<file path="config.mk">
export PLATFORM = sky130hd
export DESIGN_NAME = addsub32_seq
export DESIGN_NICKNAME = d
export VERILOG_FILES = /design/src/rtl/addsub32_seq_pkg.sv /design/src/rtl/addsub32_seq_addc_chunk.sv /design/src/rtl/addsub32_seq.sv
export SDC_FILE = /design/constraint.sdc
export NUM_CORES = 1
export LEC_CHECK = 0
export ABC_AREA = 1
export CAP_MARGIN = 0
export CORE_ASPECT_RATIO = 1.1
export CORE_MARGIN = 10
export CORE_UTILIZATION = 40
export DETAILED_ROUTE_END_ITERATION = 6
export GPL_TIMING_DRIVEN = 0
export PLACE_DENSITY = 0.69
export SLEW_MARGIN = 20
export SYNTH_ARGS = -nofsm -noshare
export SYNTH_HDL_FRONTEND = slang
export SYNTH_HIERARCHICAL = 1
export SYNTH_SLANG_ARGS = --single-unit
export TNS_END_PERCENT = 100
</file>
<file path="constraint.sdc">
create_clock -name clk -period 9.3 [get_ports clk]
set_clock_uncertainty 0.1 [all_clocks]
set_input_delay 2.325 -clock clk [delete_from_list [all_inputs] [get_ports clk]]
set_output_delay 2.325 -clock clk [all_outputs]
set_load 0.05 [all_outputs]
</file>
<file path="src/rtl/addsub32_seq_pkg.sv">
// Shared definitions for the chunked add/subtract path: state encodings,
// default widths and the flag bit layout reused by the ALU result mux.
package addsub32_seq_pkg;

  localparam int WIDTH_DEF = 32;
  localparam int CHUNK_DEF = 8;

  // state | meaning
  // IDLE  | ready for operands, last result held on the outputs
  // CALC  | one CHUNK-wide slice added per clock, carry rippled through a register
  // DONE  | result valid, waiting for the consumer
  localparam logic [1:0] ST_IDLE = 2'd0;
  localparam logic [1:0] ST_CALC = 2'd1;
  localparam logic [1:0] ST_DONE = 2'd2;

  // Flag vector layout {C,V,Z,N}
  localparam int FLAG_C = 3;
  localparam int FLAG_V = 2;
  localparam int FLAG_Z = 1;
  localparam int FLAG_N = 0;

  function automatic logic [3:0] pack_flags(input logic c, input logic v,
                                            input logic z, input logic n);
    logic [3:0] f;
    f         = '0;
    f[FLAG_C] = c;
    f[FLAG_V] = v;
    f[FLAG_Z] = z;
    f[FLAG_N] = n;
    return f;
  endfunction

endpackage

</file>
<file path="src/rtl/addsub32_seq_addc_chunk.sv">
// Combinational W-bit adder slice with carry in and carry out. The top
// instantiates one of these and reuses it for every chunk of the operands.
module addc_chunk #(
  parameter int W = 8
) (
  input  logic [W-1:0] a_i,
  input  logic [W-1:0] b_i,
  input  logic         ci_i,
  output logic [W-1:0] s_o,
  output logic         co_o
);

  logic [W:0] total;

  // Widen by one bit so the carry out falls out of the addition.
  always_comb begin
    total = {1'b0, a_i} + {1'b0, b_i} + {{W{1'b0}}, ci_i};
  end

  assign s_o  = total[W-1:0];
  assign co_o = total[W];

endmodule

</file>
<file path="src/rtl/addsub32_seq.sv">
// Multi-cycle adder for the ALU add/subtract path. Operands are latched on
// acceptance, then added one CHUNK-wide slice per clock through a single
// shared adder slice; the sum and C/V/Z/N flags are registered on the last
// slice and presented with a valid/ready handshake.
module addsub32_seq
  import addsub32_seq_pkg::*;
#(
  parameter int WIDTH = WIDTH_DEF,
  parameter int CHUNK = CHUNK_DEF
) (
  input  logic             clk,
  input  logic             rst,
  input  logic             in_valid,
  output logic             in_ready,
  input  logic [WIDTH-1:0] a,
  input  logic [WIDTH-1:0] b_x,
  input  logic             cin,
  output logic             out_valid,
  input  logic             out_ready,
  output logic [WIDTH-1:0] sum,
  output logic             c_flag,
  output logic             v_flag,
  output logic             z_flag,
  output logic             n_flag
);

  localparam int NCHUNK = WIDTH / CHUNK;
  localparam int IDXW   = (NCHUNK > 1) ? $clog2(NCHUNK) : 1;
  localparam logic [IDXW-1:0] IDX_LAST = IDXW'(NCHUNK - 1);

  logic [1:0]       state_q, state_d;
  logic [WIDTH-1:0] a_q, a_d;
  logic [WIDTH-1:0] b_q, b_d;
  logic             carry_q, carry_d;
  logic [IDXW-1:0]  idx_q, idx_d;
  logic [WIDTH-1:0] psum_q, psum_d;
  logic [WIDTH-1:0] sum_q, sum_d;
  logic [3:0]       flags_q, flags_d;

  logic [CHUNK-1:0] chunk_a, chunk_b, chunk_s;
  logic             chunk_co;

  // Select the slice of the latched operands addressed by the chunk index.
  always_comb begin
    chunk_a = a_q[idx_q*CHUNK +: CHUNK];
    chunk_b = b_q[idx_q*CHUNK +: CHUNK];
  end

  addc_chunk #(.W(CHUNK)) u_addc_chunk (
    .a_i  (chunk_a),
    .b_i  (chunk_b),
    .ci_i (carry_q),
    .s_o  (chunk_s),
    .co_o (chunk_co)
  );

  // Next-state logic: accept in IDLE, ripple one chunk per CALC cycle,
  // publish sum and flags on the last chunk, release on out_ready.
  always_comb begin
    state_d = state_q;
    a_d     = a_q;
    b_d     = b_q;
    carry_d = carry_q;
    idx_d   = idx_q;
    psum_d  = psum_q;
    sum_d   = sum_q;
    flags_d = flags_q;
    case (state_q)
      ST_IDLE: begin
        if (in_valid) begin
          a_d     = a;
          b_d     = b_x;
          carry_d = cin;
          idx_d   = '0;
          psum_d  = '0;
          state_d = ST_CALC;
        end
      end
      ST_CALC: begin
        psum_d[idx_q*CHUNK +: CHUNK] = chunk_s;
        carry_d = chunk_co;
        idx_d   = idx_q + 1'b1;
        if (idx_q == IDX_LAST) begin
          // psum_d now holds the completed sum including this last slice.
          idx_d   = '0;
          sum_d   = psum_d;
          flags_d = pack_flags(chunk_co,
                               (a_q[WIDTH-1] == b_q[WIDTH-1]) &&
                               (psum_d[WIDTH-1] != a_q[WIDTH-1]),
                               (psum_d == '0),
                               psum_d[WIDTH-1]);
          state_d = ST_DONE;
        end
      end
      ST_DONE: begin
        if (out_ready) begin
          state_d = ST_IDLE;
        end
      end
      default: begin
        state_d = ST_IDLE;
      end
    endcase
  end

  // State and datapath registers; synchronous reset discards any operation.
  always_ff @(posedge clk) begin
    if (rst) begin
      state_q <= ST_IDLE;
      a_q     <= '0;
      b_q     <= '0;
      carry_q <= 1'b0;
      idx_q   <= '0;
      psum_q  <= '0;
      sum_q   <= '0;
      flags_q <= '0;
    end else begin
      state_q <= state_d;
      a_q     <= a_d;
      b_q     <= b_d;
      carry_q <= carry_d;
      idx_q   <= idx_d;
      psum_q  <= psum_d;
      sum_q   <= sum_d;
      flags_q <= flags_d;
    end
  end

  assign in_ready  = (state_q == ST_IDLE);
  assign out_valid = (state_q == ST_DONE);
  assign sum       = sum_q;
  assign c_flag    = flags_q[FLAG_C];
  assign v_flag    = flags_q[FLAG_V];
  assign z_flag    = flags_q[FLAG_Z];
  assign n_flag    = flags_q[FLAG_N];

endmodule

</file>
### Word-level counts from Yosys, hierarchy flattened

Cells that the tools add are included.

* flip-flop bits (word level): 137
* bits of input ports: 69
* output and inout port bits: 38
* word-level logic and storage cells: 44

* add/subtract/negate cells: 4
* equal/unequal tests: 8
* shifts and indexed selects: 4
* multiplexer cells: 12
* reductions and logical operators: 8

Operator list (number)
* $pmux W32 S2: 1
* $shiftx A32 B6 Y8: 2
* $neg A5 Y34: 1
* $shift A8 B34 Y32 const A: 1
* $shiftx A8 B34 Y32: 1
* $bwmux W32: 1
* $logic_not A32 Y1: 1
* $mux W32: 1
* $mux W2: 5
* $add A8 B8 Y9: 1
* $add A9 B1 Y9: 1
* $pmux W2 S3: 1
* $reduce_and A2 Y1: 3
* $eq A2 B2 Y1 const B: 2
* $ne A2 B2 Y1 const B: 2
* $pmux W2 S2: 1
* $reduce_and A3 Y1: 1
* $add A2 B1 Y2 const B: 1
* $eq A2 B1 Y1 const B: 1
* $logic_not A2 Y1: 1
* $ne A2 B1 Y1 const B: 1
* $pmux W1 S2: 1
* $reduce_bool A2 Y1: 1
* $eq A1 B1 Y1: 1
* other kinds (3): 3

### Logic depth before layout (Yosys ltp)

Gate-level depths: netlist of run 1.

* depth in word-level cells: 7
* depth in mapped cells: 25
* mapped depth without buffers: 22

### Hierarchy

The synthesis of run 1 kept the hierarchy.

By module, submodules not included
* addsub32_seq: times used 1, cells each 848, area an instance 5938.2 um^2, seq. area each 2722.6 um^2
* addc_chunk: times used 1, cells each 59, area an instance 384.1 um^2, seq. area each 0.0 um^2

### Least setup slack after synthesis of run 1

OpenSTA, ideal clock, no wires.

* path type: flip-flop to output port
* start: reg state_q[1]
* end: out out_valid
* arrival time: 1.092 ns
* data required time: 6.875 ns
* setup slack: 5.783 ns
* stages on the path, launching flop included: 3
* buffers on the path: 0
* cell sequence: dfxtp_1 > inv_1 > nor2_1

* longest elaborated chain between the ends: 1

Ends and longest elaborated chain
* from (decl): line addsub32_seq.sv:31 `logic [1:0] state_q, state_d;`
* from (signal assigned): line addsub32_seq.sv:118 `state_q <= state_d;`
* $eq A2 B2 Y1: line addsub32_seq.sv:130 `assign out_valid = (state_q == ST_DONE);`
* to (decl): line addsub32_seq.sv:18 `output logic out_valid,`

No other way between the ends.

### Final worst setup path of run 1

* start: reg idx_q[0]
* end: reg flags_q[2]

* longest elaborated chain between the ends: 7
* elaborated cells on any way between the ends: 12
* classes of those cells: add/sub (3); eq/ne (2); shift (4); mux (1); reduce/logical (2)

Ends and longest elaborated chain
* from (decl): line addsub32_seq.sv:35 `logic [IDXW-1:0] idx_q, idx_d;`
* from (signal assigned): line addsub32_seq.sv:122 `idx_q <= idx_d;`
* $shiftx A32 B6 Y8: line addsub32_seq.sv:45 `chunk_a = a_q[idx_q*CHUNK +: CHUNK];`
* via chunk_a[5]: line addsub32_seq.sv:40 `logic [CHUNK-1:0] chunk_a, chunk_b, chunk_s;`
* $add A8 B8 Y9: line addsub32_seq_addc_chunk.sv:17 `total = {1'b0, a_i} + {1'b0, b_i} + {{W{1'b0}}, ci_i};`
* $add A9 B1 Y9: line addsub32_seq_addc_chunk.sv:17
* via chunk_s[7]: line addsub32_seq.sv:40
* $shiftx A8 B34 Y32: line addsub32_seq.sv:80 `psum_d[idx_q*CHUNK +: CHUNK] = chunk_s;`
* $bwmux W32: line addsub32_seq.sv:80
* $ne A1 B1 Y1: line addsub32_seq.sv:89 `(psum_d[WIDTH-1] != a_q[WIDTH-1]),`
* $logic_and A1 B1 Y1: line addsub32_seq.sv:88 `(a_q[WIDTH-1] == b_q[WIDTH-1]) &&`
* to (signal assigned): line addsub32_seq.sv:125 `flags_q <= flags_d;`
* to (decl): line addsub32_seq.sv:38 `logic [3:0] flags_q, flags_d;`

The timed path passes the listed nets, and every way through them passes these cells.
A chain may end at the register's enable or synchronous reset.

==> impl_metrics.tcl, run 1 <==
set metrics [dict create \
    cp-end-kind "register" \
    die_x_um 140 \
    finalSetupViolCount 0 \
    place_ws_ns 4.77 \
    status "completed" \
    final_cells 1245 \
    worstPathMaxFanout 10 \
    synth_simple_gate_area_share_pct 25.7 \
    fin_area_um2 8220 \
    ys_warn_count 6 \
    p_leak_nw 3.50 \
    ys_seq_elements 136 \
    dp_hpwl_um 14600 \
    drive_gt1_share_pct 6.79 \
    synth_edf_count 0 \
    powerDensity_nw_per_um2 194 \
    area_growth_pct 29.9 \
    max_freq_mhz 227 \
    multiInputGateArea_um2 3100 \
    overflow 0 \
    synth_area_per_cell_um2 6.97 \
    num_antenna_cells 0 \
    yosys.area_share.xor_xnor_pct 0.416 \
    startpoint_type "register" \
    synthMuxAreaShare_pct 0 \
    synthArstFlopShare_pct 0 \
    synth_compound_area_share_pct 19.6 \
    wl_per_cell_um 15.2 \
    row_count 48 \
    io_pins 107 \
    cts_max_path_buffers 2 \
    arrival_ns 4.63 \
    grt_pass1_vias 5935 \
    synth_top_family_by_area "simple AND/OR/NAND/NOR gates" \
    regArea_um2 2720 \
    netlist_instances 907 \
    synth_cell_types 33 \
    reg2reg_slack_ns 4.90 \
    antenna_found_initial 0 \
    synth_top_flop_cell "dfxtp_1" \
    syn-num-nets 991 \
    io_buffers 106 \
    peakVddDrop_mv 0.129 \
    hold_path.class "reg -> reg" \
    cts_resized 0 \
    syn_area_um2 6320 \
    cts_max_level 4 \
    via_count 6200 \
    tns_ns 0 \
    ys_seq_area_share_pct 43.1 \
    drv_cap 0 \
    start_util_pct 40.5 \
    holdBufCountCts 0 \
    grt_start_max_net_pins 17 \
    grt_first_pass_wirelength_um 29800 \
    cts_tree "done" \
    hold_viol_final 0 \
    synth_fa_ha_area_share_pct 3.21 \
    timing.final.max_slew_violations 0 \
    coreArea_um2 15600 \
    dieArea_um2 21200 \
    clkSlewWorstSetupHoldPaths_ns 0.06 \
    finalWorstSetupSlack_ns 4.90 \
    critPathRequiredTime_ns 9.53 \
    numCtsBuffers 17 \
    drt_iter0_drc 535 \
    num-fill-cells 1584 \
    period_needed_ns 4.40 \
    drc 0 \
    wirelength_um 18900 \
    cts_setup_buffers 0 \
    place.gp.congestion 0.923 \
    clk_latency_ns 0.44 \
    post_dp_cell_area_um2 7630 \
    drt_first_pass_iters 5 \
    grt_usage_pct 17.3 \
    crit_type "reg -> reg" \
    fin_crit_sh_pct 47.3 \
    die_h_um 152 \
    nets 1116 \
    cts_root_buf "clkbuf_16" \
    clock_sinks 136 \
    placedCellCount 1213 \
    tightest_slew_ns 0.964 \
    vias_per_cell 4.98 \
    rsz0062_at_grt "false" \
    ant_nets 0 \
    slew_headroom_pct 35.1 \
]
-- Yosys cell counts, types with 3 or more instances --
master | number | area, um^2
inv_1 | 66 | 248
clkbuf_1 | 29 | 109
nor2_1 | 205 | 769
nand2_2 | 4 | 25.0
nand2_1 | 151 | 567
ha_1 | 13 | 163
a21oi_1 | 42 | 210
inv_2 | 3 | 11.3
o211ai_1 | 16 | 120
nand3_1 | 32 | 160
dfxtp_1 | 136 | 2720
o21a_1 | 15 | 113
o22ai_1 | 16 | 100
o21ai_0 | 135 | 676
buf_2 | 18 | 90.1
-- per-stage QoR --
stage	power, mW	hold WS [ns]	util, %
after floorplan	0.831	0.344	-
after global placement	0.929	0.351	48.9
after detailed placement	0.932	0.355	48.9
after CTS	1.59	0.365	52.6
after global routing	1.66	0.382	52.6
final	1.59	0.365	52.6
-- kinds of logic after synthesis --
group	Yosys count
AO/OA/AOI/OAI	227
flip-flops	136
buffers and inverters	122
adder cells (fa/ha/maj)	15
XOR/XNOR	3
AND/OR/NAND/NOR	404
-- worst max-delay path, stage by stage, from the launching register on --
cell and delay (ns):
dfxtp_1 0.36, buf_2 0.18, buf_2 0.19, inv_1 0.20
clkbuf_1 0.42, o21ai_0 0.15, o22ai_1 0.29, ha_1 0.35
nand2_2 0.11, inv_1 0.04, a21oi_1 0.18, nand3_1 0.09
nand2_1 0.14, nand3_1 0.15, o21ai_0 0.80, o21ai_0 0.32
o211ai_1 0.16, inv_1 0.05
-- sequential cells by signal, summed over array words and instances (netlist names) --
| signal | flops |
|---|---|
| a_q | 32 |
| flags_q | 4 |
| carry_q | 1 |
| sum | 31 |
| psum_q | 32 |
| state_q | 2 |
| b_q | 32 |
| idx_q | 2 |
-- metal layers --
metal	routed length, um	GRT usage [%]	vias up
li1	-	-	3197
met1	7810	19.9	2752
met2	9320	29.9	224
met3	1370	4.83	27
met4	398	6.30	0
met5	0	0	-
-- cell type report --
type	instances	share of cell area (%)
timing repair buffer	106	12.9
buffer	53	2.97
tap	200	3.05
clock buffer	17	5.18
inverter	69	3.15
multi-input combinational	649	37.7
clock inverter	15	1.90
sequential	136	33.1
-- final timing paths --
kind             start         end  cells after the start
max           idx_q[0]  flags_q[2]                     17
min          psum_q[2]   psum_q[2]                      2
max reg2reg   idx_q[0]  flags_q[2]                     17
min reg2reg  psum_q[2]   psum_q[2]                      2
-- layout by cell type (no fill, tap or decap), drive strengths merged --
master / n
nor2: 208
nand2: 155
dfxtp: 136
o21ai: 135
clkdlybuf4s50: 106
inv: 79
clkbuf: 46
a21oi: 42
nand3: 33
buf: 24
o22ai: 16
o211ai: 16
o21a: 15
ha: 13
or2: 4
clkinvlp: 3
xnor2: 2
fa: 2
nor3: 2
nand3b: 2
a211oi: 1
a22oi: 1
a31oi: 1
clkinv: 1
bufinv: 1
xor2: 1
-- power breakdown --
part | internal (mW) | switching (mW) | leakage, nW
clock network | 0.379 | 0.288 | 0.278
registers | 0.611 | 0.0180 | 1.11
logic | 0.111 | 0.184 | 2.11
total | 1.10 | 0.490 | 3.50
Power figures use the tool's default switching activity.
==> inputs of run 2 (changes only) <==
Clock period 9.3 ns to 4.5 ns, I/O delays scaled along.
==> run 2 against run 1 <==
Compared with the run above:
- register-to-register slack lost 4.6 ns
- die area is the same
- clock power grew 110%
- flip-flop and latch count is the same
- cell area is the same
- power grew 110%
- sequential power grew 110%
- first-iteration DRC count shrank 7.7%
- worst hold slack lost 0.0014 ns
==> impl_metrics.tcl, run 2 (synthesis results as in run 1) <==
set metrics [dict create \
    drv_cap 0 \
    clk_latency_ns 0.43 \
    drc 0 \
    drt_first_pass_iters 5 \
    cp_num_buf_inv 4 \
    reg_top3 "a_q (32), b_q (32), psum_q (32)" \
    numCtsBuffers 17 \
    max_freq_mhz 241 \
    hold_viol_final 0 \
    tightest_slew_ns 0.643 \
    crit_type "reg -> reg" \
    overflow 0 \
    swShare_pct 30.7 \
    cts_setup_buffers 0 \
    io_buffers 106 \
    combPwrFrac_pct 18.6 \
    cp-end-kind "register" \
    fin_crit_sh_pct 92.2 \
    die_h_um 152 \
    placedCellCount 1213 \
    nets 1116 \
    critical_path.top_delay_family "adder cells" \
    dp_hpwl_um 14600 \
    timing.final.max_slew_violations 0 \
    wirelength_um 18900 \
    postLayoutCoreUtil_pct 52.6 \
    totalPowerFinal_mw 3.28 \
    finalSetupViolCount 0 \
    arrival_ns 4.35 \
    status "completed" \
    crit_path_start "idx_q[0]" \
    period_needed_ns 4.15 \
    final_cells 1245 \
    critPathRequiredTime_ns 4.70 \
    wl_per_cell_um 15.1 \
    fin_area_um2 8220 \
    grt_pass1_vias 5935 \
    place.gp.congestion 0.923 \
    clock_sinks 136 \
    cts_root_buf "clkbuf_16" \
    hold_path.class "reg -> reg" \
    drive_gt1_share_pct 6.79 \
    p_leak_nw 3.50 \
    die_x_um 140 \
    num_antenna_cells 0 \
    area_growth_pct 29.9 \
    start_util_pct 40.5 \
    slew_headroom_pct 57.1 \
    min_from "flags_q[3]" \
    critPathSlowestCell "fa_1" \
    startpoint_type "register" \
    cts_resized 0 \
    cts_max_level 4 \
    grt_start_max_net_pins 17 \
    antenna_found_initial 0 \
    io_pins 107 \
    peakVddDrop_mv 0.266 \
    r2r-start "idx_q[0]" \
    cts_max_path_buffers 2 \
    p_seq_share_pct 39.6 \
    row_count 48 \
    tns_ns 0 \
    coreArea_um2 15600 \
    switchingPower_mw 1.01 \
    post_dp_cell_area_um2 7630 \
    grt_first_pass_wirelength_um 29800 \
    final_cell_mix "205 x nor2_1, 151 x nand2_1, 136 x dfxtp_1, 133 x o21ai_0, 106 x clkdlybuf4s50_1" \
    critPathMaxStageDelay_ns 0.48 \
    drt_iter0_drc 494 \
    clkPwrFrac_pct 41.8 \
    via_count 6207 \
    finalWorstSetupSlack_ns 0.351 \
    cts_tree "done" \
    vias_per_cell 4.99 \
    clkSlewWorstSetupHoldPaths_ns 0.06 \
    ant_nets 0 \
    p_int_mw 2.27 \
    powerDensity_nw_per_um2 400 \
    path_cells "buf_2 -> buf_2 -> inv_1 -> buf_1 -> o21ai_0 -> o22ai_1 -> fa_1 -> fa_1 -> nand2_1 -> nand2_1 -> nand2_1 -> xnor2_1 -> nand3_1 -> o21ai_1 -> nor2_1 -> nand3_1 -> nor2_1 -> nand3_1 -> a21oi_1" \
    grt_usage_pct 17.3 \
    layout_commonest_cell "nor2_1" \
    rsz0062_at_grt "false" \
    place_ws_ns 0.187 \
    hold_ws_ns 0.364 \
    dieArea_um2 21200 \
    holdBufCountCts 0 \
    worstPathMaxFanout 10 \
]
[run 2: per-layer routing]
| layer | track usage, % | share of wire [%] | up-vias |
|---|---|---|---|
| li1 | - | - | 3197 |
| met3 | 4.83 | 6.5 | 26 |
| met4 | 6.30 | 2.0 | 0 |
| met5 | 0 | 0 | - |
| met1 | 19.9 | 42 | 2780 |
| met2 | 29.9 | 50 | 204 |
[run 2: worst min-delay path, stage by stage (launching register included)]
cell and delay, ns:
dfxtp_1 0.31, nand2_1 0.06, a21oi_1 0.05
[run 2: power groups by stage]
stage                     registers (mW)  logic (mW)  clock network [mW]
after CTS                           1.30       0.603                1.39
after floorplan                     1.32       0.400                   0
after global placement              1.33       0.595                   0
after global routing                1.31       0.676                1.45
after detailed placement            1.33       0.599                   0
final                               1.30       0.610                1.37
[run 2: layout make-up]
type | instances | area (um^2)
clock buffer | 17 | 425
multi-input combinational | 649 | 3100
sequential | 136 | 2720
timing repair buffer | 106 | 1060
tap | 200 | 250
fill | 1584 | 7400
inverter | 69 | 259
clock inverter | 15 | 156
buffer | 53 | 244
[run 2: worst paths after layout]
check	slack [ns]	cells past startpoint	endpoint
setup / recovery	0.35	19	flags_q[1]
hold reg to reg	0.36	2	flags_q[3]
setup reg to reg	0.35	19	flags_q[1]
hold / removal	0.36	2	flags_q[3]
==> inputs of run 3 (changes only) <==
Settings changed: CORE_UTILIZATION 40 to 44, PLACE_DENSITY 0.69 to 0.74.
==> run 3 against run 2 <==
Compared with the run above:
- largest cell class unchanged
- first-iteration DRC count up 9.7%
- worst setup slack worse by 0.042 ns
- die area is 7.9% lower
- non-clock buffer count unchanged
==> impl_metrics.tcl, run 3 (synthesis results as in run 1) <==
set metrics [dict create \
    status "completed" \
    cts_root_buf "clkbuf_16" \
    grt_first_pass_wirelength_um 30400 \
    hold_viol_final 0 \
    via_count 6424 \
    row_count 45 \
    cts_setup_buffers 0 \
    period_needed_ns 4.19 \
    layout_commonest_cell "nor2_1" \
    num-fill-cells 1364 \
    peakVddDrop_mv 0.237 \
    timing.final.max_slew_violations 0 \
    critPathMaxStageDelay_ns 0.48 \
    overflow 0 \
    grt_start_max_net_pins 17 \
    hold_depth 2 \
    wl_per_cell_um 15.3 \
    critPathRequiredTime_ns 4.76 \
    final_cells 1233 \
    p_leak_nw 3.51 \
    place.gp.congestion 0.941 \
    tns_ns 0 \
    arrival_ns 4.45 \
    tightest_slew_ns 0.802 \
    crit_top_cell "nand2_1" \
    coreArea_um2 14000 \
    grt_usage_pct 19.1 \
    grt_pass1_vias 6141 \
    worstPathMaxFanout 10 \
    area_growth_pct 30.0 \
    rr_worst_depth 21 \
    final_cell_mix "205 x nor2_1, 151 x nand2_1, 136 x dfxtp_1, 134 x o21ai_0, 106 x clkdlybuf4s50_1" \
    cp_num_buf_inv 4 \
    placedCellCount 1201 \
    max_freq_mhz 239 \
    drv_cap 0 \
    drive_gt1_share_pct 6.99 \
    cp.depth 21 \
    drt_iter0_drc 542 \
    drt_first_pass_iters 6 \
    hold_ws_ns 0.364 \
    cp-end-kind "register" \
    numCtsBuffers 17 \
    reg_top3 "a_q (32), b_q (32), psum_q (32)" \
    path_cells "buf_2 -> buf_2 -> inv_1 -> clkbuf_1 -> o21ai_0 -> o22ai_1 -> fa_1 -> fa_1 -> nand2_1 -> nand2_1 -> nand3b_4 -> nand2_1 -> nand2_1 -> nand2_1 -> nand3_1 -> nor2_1 -> nor3_2 -> nand3_1 -> nor2_1 -> nand3_1 -> a21oi_1" \
    critPathSlowestCell "fa_1" \
    critical_path.top_delay_family "simple AND/OR/NAND/NOR gates" \
    io_buffers 106 \
    cts_max_level 4 \
    clk_latency_ns 0.43 \
    clock_sinks 136 \
    clkSlewWorstSetupHoldPaths_ns 0.06 \
    finalSetupViolCount 0 \
    reg2reg_slack_ns 0.31 \
    num_antenna_cells 0 \
    vias_per_cell 5.21 \
    start_util_pct 45.3 \
    crit_type "reg -> reg" \
    io_pins 107 \
    die_x_um 134 \
    fin_crit_sh_pct 93.1 \
    hold_path.class "reg -> reg" \
    rsz0062_at_grt "false" \
    antenna_found_initial 0 \
    totalPowerFinal_mw 3.33 \
    ant_nets 0 \
    dp_hpwl_um 14400 \
    powerDensity_nw_per_um2 405 \
    slew_headroom_pct 46.0 \
    die_h_um 146 \
    drc 0 \
    wirelength_um 18900 \
    dieArea_um2 19600 \
    cts_max_path_buffers 2 \
    cts_tree "done" \
    startpoint_type "register" \
    nets 1116 \
]
run 3: path summary, 6_finish.rpt:
check	startpoint	end
setup / recovery	idx_q[0]	flags_q[1]
hold / removal	psum_q[4]	psum_q[4]
setup reg to reg	idx_q[0]	flags_q[1]
hold reg to reg	psum_q[4]	psum_q[4]
run 3: power by group:
group,switching (mW),internal [mW]
clock network,0.583,0.827
registers,0.0357,1.26
logic,0.392,0.229
total,1.01,2.32
run 3: cell type report:
class	count	area (um^2)	share of cell area, %
Multi-Input combinational cell	649	3110	37.8
Inverter	69	259	3.15
Clock buffer	17	425	5.18
Sequential cell	136	2720	33.1
Clock inverter	15	166	2.02
Buffer	53	244	2.97
Tap cell	188	235	2.86
Timing Repair Buffer	106	1060	12.9
run 3: timing repair:
item	CTS	global route
endpoints found under the setup margin	0	1
hold buffers	0	0
resized for setup	0	3
run 3: metrics by stage:
step                utilization (%)  setup slack (ns)  instance area, um^2
global placement               54.6             0.334                 7620
CTS                            58.8             0.283                 8210
floorplan                         -              1.16                 6320
finish                         58.9             0.309                 8220
global route                   58.9            0.0300                 8220
detailed placement             54.6             0.297                 7620
run 3: tightest hold or removal path, cell delays in order, from the launching register on:
cell and delay [ns]:
dfxtp_1 0.31, nand2_1 0.06, a21oi_1 0.05
run 3: metal layers:
layer  up-vias  GRT usage (%)  wire [um]
met3        50           6.41       1650
li1       3209              -          -
met2       290           31.9       9000
met5         -              0          0
met4         0           7.68        603
met1      2875           21.8       7600
